## src/rtl/reg_file_wb.sv

```systemverilog
`default_nettype none
// ============================================================================
// Module   : reg_file_wb
// Brief    : One-entry writeback slot feeding an 8x32 register file and CPSR,
//            with slot-to-read-port forwarding.
// Revision : 1.0
// ============================================================================
module reg_file_wb #(
   parameter int NUM_REGS = 8,
   parameter int ADDR_W   = 3,
   parameter int DATA_W   = 32
) (
   input  logic              clk,
   input  logic              rst_n,
   input  logic              stall,
   input  logic              w_enable,
   input  logic              w_select,
   input  logic [ADDR_W-1:0] dest_reg,
   input  logic [DATA_W-1:0] w_alu,
   input  logic [DATA_W-1:0] w_id,
   input  logic              flags_we,
   input  logic [3:0]        flags_in,
   input  logic [ADDR_W-1:0] r_addr_0,
   input  logic [ADDR_W-1:0] r_addr_1,
   output logic [DATA_W-1:0] r_val_0,
   output logic [DATA_W-1:0] r_val_1,
   output logic [3:0]        conditional_flags,
   output logic              wb_valid,
   output logic [ADDR_W-1:0] wb_addr,
   output logic [DATA_W-1:0] wb_data
);

   logic [DATA_W-1:0] r_regs [NUM_REGS];
   logic [3:0]        r_cpsr;
   logic              r_wb_valid;
   logic [ADDR_W-1:0] r_wb_addr;
   logic [DATA_W-1:0] r_wb_data;
   logic              r_fl_valid;
   logic [3:0]        r_fl_data;
   logic [DATA_W-1:0] w_src_data;

   assign w_src_data = w_select ? w_id : w_alu;

   // Capture of the new request and commit of the old slot share one edge.
   always_ff @(posedge clk or negedge rst_n) begin
      if (!rst_n) begin
         r_wb_valid <= 1'b0;
         r_wb_addr  <= '0;
         r_wb_data  <= '0;
         r_fl_valid <= 1'b0;
         r_fl_data  <= '0;
      end else if (!stall) begin
         r_wb_valid <= w_enable;
         if (w_enable) begin
            r_wb_addr <= dest_reg;
            r_wb_data <= w_src_data;
         end
         r_fl_valid <= flags_we;
         if (flags_we) begin
            r_fl_data <= flags_in;
         end
      end
   end

   always_ff @(posedge clk or negedge rst_n) begin
      if (!rst_n) begin
         for (int i = 0; i < NUM_REGS; i++) begin
            r_regs[i] <= '0;
         end
         r_cpsr <= '0;
      end else if (!stall) begin
         if (r_wb_valid) begin
            r_regs[r_wb_addr] <= r_wb_data;
         end
         if (r_fl_valid) begin
            r_cpsr <= r_fl_data;
         end
      end
   end

   // The pending slot is always younger than the array, so it wins on a hit.
   assign r_val_0 = (r_wb_valid && (r_wb_addr == r_addr_0)) ? r_wb_data : r_regs[r_addr_0];
   assign r_val_1 = (r_wb_valid && (r_wb_addr == r_addr_1)) ? r_wb_data : r_regs[r_addr_1];

   assign conditional_flags = r_fl_valid ? r_fl_data : r_cpsr;

   assign wb_valid = r_wb_valid;
   assign wb_addr  = r_wb_addr;
   assign wb_data  = r_wb_data;

endmodule
`default_nettype wire

```

## config.mk

```make
export PLATFORM = sky130hd
export DESIGN_NAME = reg_file_wb
export DESIGN_NICKNAME = d
export VERILOG_FILES = /design/src/rtl/reg_file_wb.sv
export SDC_FILE = /design/constraint.sdc
export NUM_CORES = 1
export LEC_CHECK = 0
export ABC_CLOCK_PERIOD_IN_PS = 5300
export CAP_MARGIN = 15
export CORE_MARGIN = 5
export CORE_UTILIZATION = 30
export CTS_BUF_LIST = sky130_fd_sc_hd__clkbuf_16
export DETAILED_ROUTE_END_ITERATION = 10
export DONT_BUFFER_PORTS = 1
export PLACE_DENSITY = 0.45
export SYNTH_ARGS = -nofsm -noshare
export SYNTH_HDL_FRONTEND = slang
export SYNTH_SLANG_ARGS = --single-unit
```

## constraint.sdc

```tcl
create_clock -name clk -period 5.3 [get_ports clk]
set_input_delay 1.06 -clock clk [delete_from_list [all_inputs] [get_ports clk]]
set_output_delay 1.06 -clock clk [all_outputs]
set_load 0.03 [all_outputs]
```

==> results by group <==
Clocking
  • Cell at the root of the clock tree: sky130_fd_sc_hd__clkbuf_16
  • Quantity of gates resized following cts: 0
  • Clk buf depth: 3
  • Post-CTS Repair Setup Buffers: 0
  • Hold bufs inserted after CTS: 0
  • Insertion delay of the later-clocked pin in the worst-skew pair: 0.56 ns
  • H-tree level count: 2
  • # clock sinks: 301
  • Number of buffers inserted during clock tree synthesis: 40
  • TritonCTS clock tree: yes
  • Clock slew seen by the registers of the worst setup and hold paths: 0.06 ns

STA
  • Tightest slew margin relative to the limit: 0.3811
  • Worst Tran Pin Value: 0.9261 ns
  • RSZ-0062 raised after global routing: false
  • Worst clock skew on the final layout: 0.01944 ns
  • Final critical path time including I/O delays and setup: 3.622 ns
  • Worst path setup slack after routing: 1.678 ns
  • Setup TNS after final layout: 0 ns
  • Part of the cycle the worst path needs: 0.6833
  • Number of endpoints failing setup at the final stage: 0
  • Final number of max-transition violations: 0
  • Hold Violations, Final: 0
  • Max Clk Rate: 276.1 MHz

Synthesis
  • Portion of the post-synthesis area used by sequential elements: 0.4559
  • Count of flip-flops with a built-in enable after synthesis: 0
  • Post-synthesis cell type count: 27
  • Leading register cell type out of synthesis: sky130_fd_sc_hd__dfrtp_1
  • Leading area contributor after synthesis: sky130_fd_sc_hd__dfrtp_1
  • YS warnings: 0
  • Share of the synthesized area in the top cell type: 0.4559
  • Synthesized netlist net count: 1146
  • Fraction of registers with async set or reset after synthesis: 1.000
  • Avg Cell Area, Syn: 15.54 sq um
  • Netlist area before placement: 16520 sq um
  • Biggest area contributors in the synthesized netlist: sky130_fd_sc_hd__dfrtp_1 46%, sky130_fd_sc_hd__mux2_2 17%, sky130_fd_sc_hd__mux4_2 13%
  • Synthesized flop and latch total: 301
  • Mapped Cells: 1063

Setup path
  • Launch instance of the worst register-to-register path: wb_valid$_DFFE_PN0N_
  • Worst r2r path cells: 4
  • Worst setup slack for register-to-register paths: 2.50 ns
  • End point of the critical path: r_val_1[24]
  • Endpoint of the most critical register-to-register path: r_regs[151]$_DFFE_PN0P_
  • Worst Setup End Kind: output port
  • Critical path peak fanout: 17
  • Element type at the critical path start: flop
  • Worst setup path class: reg -> out
  • Endpoint arrival time on the critical path: 2.56 ns
  • Critical path required time: 4.24 ns
  • Timing startpoint of the critical path: wb_addr[1]$_DFFE_PN0P_

Final layout
  • Non-Filler Instances: 1742
  • FF/Latch Area: 7532 sq um
  • Number of diodes added for antenna fixing: 0
  • Proportion of layout cells with a drive suffix above 1: 0.4374
  • Layout area overhead: 10.44%
  • Commonest cells after routing, fill and taps aside: 301 x sky130_fd_sc_hd__dfrtp_1, 255 x sky130_fd_sc_hd__mux2_2, 123 x sky130_fd_sc_hd__mux2_1
  • Most frequent standard cell in the layout excluding fill and tap cells: sky130_fd_sc_hd__dfrtp_1
  • NumNets Final: 1089
  • Fill cell total of the finished layout: 5285
  • Final Core Density: 0.3325
  • Multi-input gate area: 8393 sq um

GRT
  • Global-route wire length before repair: 70070 um
  • Grt total ovfl: 0
  • Number of global-route vias before repair: 10.12k
  • Global routing usage summed across all routing layers: 0.1547
  • Initial antenna violation count: 0
  • Maximum number of pins on one net before global-route repair: 302

Pwr
  • Power per standard cell area: 529.9 nW/um^2
  • Design Power: 9.669 mW
  • Maximum resistive drop on vdd: 0.0002154 V
  • Leakage: 8.113 nW

Floorplan
  • Number of primary I/O pins: 187
  • Floorplan Core Area: 54880 sq um
  • Standard-cell row count: 86
  • Height of the die: 244.7 um
  • Initial core utilization: 0.3011
  • Die outline width: 244.7 um
  • Area of the die: 59870 sq um

Run status
  • Run status: finished clean

Hold path
  • Tightest Hold Check Type: in -> async

Drt
  • Routed WL per cell: 26.62 um
  • Drt first-iter violations: 429
  • Detailed Routing Iterations Pass 1: 6
  • Routed via count divided by cell count: 5.307
  • Routed vias: 9244
  • Post-route ant nets: 0
  • Drt drc: 0
  • Overall routed net length: 46370 um

Placed design
  • Post-place setup slack: 1.925 ns
  • Final weighted congestion of routability-driven global placement: 0.6849
  • HPWL Detailed: 25900 um
  • Inst Count DP: 1668
  • Port-buffer cells: 0

Job
  • Total of max-cap violations: 0
## how the worst min path moves through the flow
stage | startpoint | slack (ns) | to
detailed placement | r_regs[16]$_DFFE_PN0P_ | 0.49 | r_regs[16]$_DFFE_PN0P_
floorplan | r_regs[94]$_DFFE_PN0P_ | 0.46 | r_regs[94]$_DFFE_PN0P_
global placement | r_regs[69]$_DFFE_PN0P_ | 0.48 | r_regs[69]$_DFFE_PN0P_
global route | rst_n | 0.18 | r_fl_data[1]$_DFFE_PN0P_
finish | rst_n | 0.22 | r_fl_data[1]$_DFFE_PN0P_
CTS | rst_n | 0.16 | wb_data[4]$_DFFE_PN0P_
## area by class of cell
| cell class | count | share of cell area |
|---|---|---|
| repair buffers | 15 | 0.006171 |
| flip-flops and latches | 301 | 0.4128 |
| clock buffers | 41 | 0.05623 |
| clock inverters | 33 | 0.01659 |
| multi-input cells | 648 | 0.4600 |
| well taps | 704 | 0.04827 |
## Yosys cell counts (3+ instances only)
master / n
sky130_fd_sc_hd__nor3b_2: 3
sky130_fd_sc_hd__buf_4: 3
sky130_fd_sc_hd__dfrtp_1: 301
sky130_fd_sc_hd__mux4_2: 98
sky130_fd_sc_hd__mux2_2: 255
sky130_fd_sc_hd__clkbuf_1: 53
sky130_fd_sc_hd__nand2_1: 36
sky130_fd_sc_hd__buf_12: 6
sky130_fd_sc_hd__mux2i_1: 32
sky130_fd_sc_hd__mux2_1: 123
sky130_fd_sc_hd__o21ai_0: 32
sky130_fd_sc_hd__mux4_1: 30
sky130_fd_sc_hd__xnor2_1: 6
sky130_fd_sc_hd__buf_2: 32
sky130_fd_sc_hd__buf_1: 14
sky130_fd_sc_hd__mux2_4: 21
sky130_fd_sc_hd__buf_6: 4
## kinds of logic after synthesis
family                 share of synthesized area
multiplexers                              0.4774
flip-flops                                0.4559
buffers and inverters                    0.03809
AND/OR/NAND/NOR                          0.01530
AO/OA/AOI/OAI                            0.01015
XOR/XNOR                                0.003181
## routing by layer
metal,routed length (um),up-vias,track usage
met2,22390,190,0.2525
met1,21160,5033,0.2135
met4,923,0,0.03548
met3,1905,60,0.03277
met5,0,-,0
li1,-,3961,-
## per-stage QoR
stage / area [sq um] / hold slack [ns]
3_3_place_gp: 16920 / 0.4786
2_1_floorplan: 16520 / 0.4635
5_1_grt: 18250 / 0.1802
3_5_place_dp: 16920 / 0.4917
4_1_cts: 18250 / 0.1605
6_report: 18250 / 0.2182
## power by group
| group | total, mW | internal, mW | leakage, nW | switching (mW) |
|---|---|---|---|---|
| Sequential | 3.99 | 3.19 | 3.85 | 0.799 |
| Clock | 2.78 | 1.69 | 0.673 | 1.08 |
| Combinational | 2.90 | 1.68 | 3.59 | 1.22 |
## state kept, by name, indices dropped and copies added (netlist names)
name and cells:
r_cpsr 4, r_fl_data 4, r_fl_valid 1, r_regs 256, wb_addr 3, wb_data 32
wb_valid 1
## worst max-delay path, stage by stage (launching register included)
cell	delay, ns
sky130_fd_sc_hd__dfrtp_1	0.86
sky130_fd_sc_hd__xnor2_1	0.16
sky130_fd_sc_hd__nand4_1	0.14
sky130_fd_sc_hd__buf_4	0.33
sky130_fd_sc_hd__mux2_2	0.48
Power figures use the tool's default switching activity.
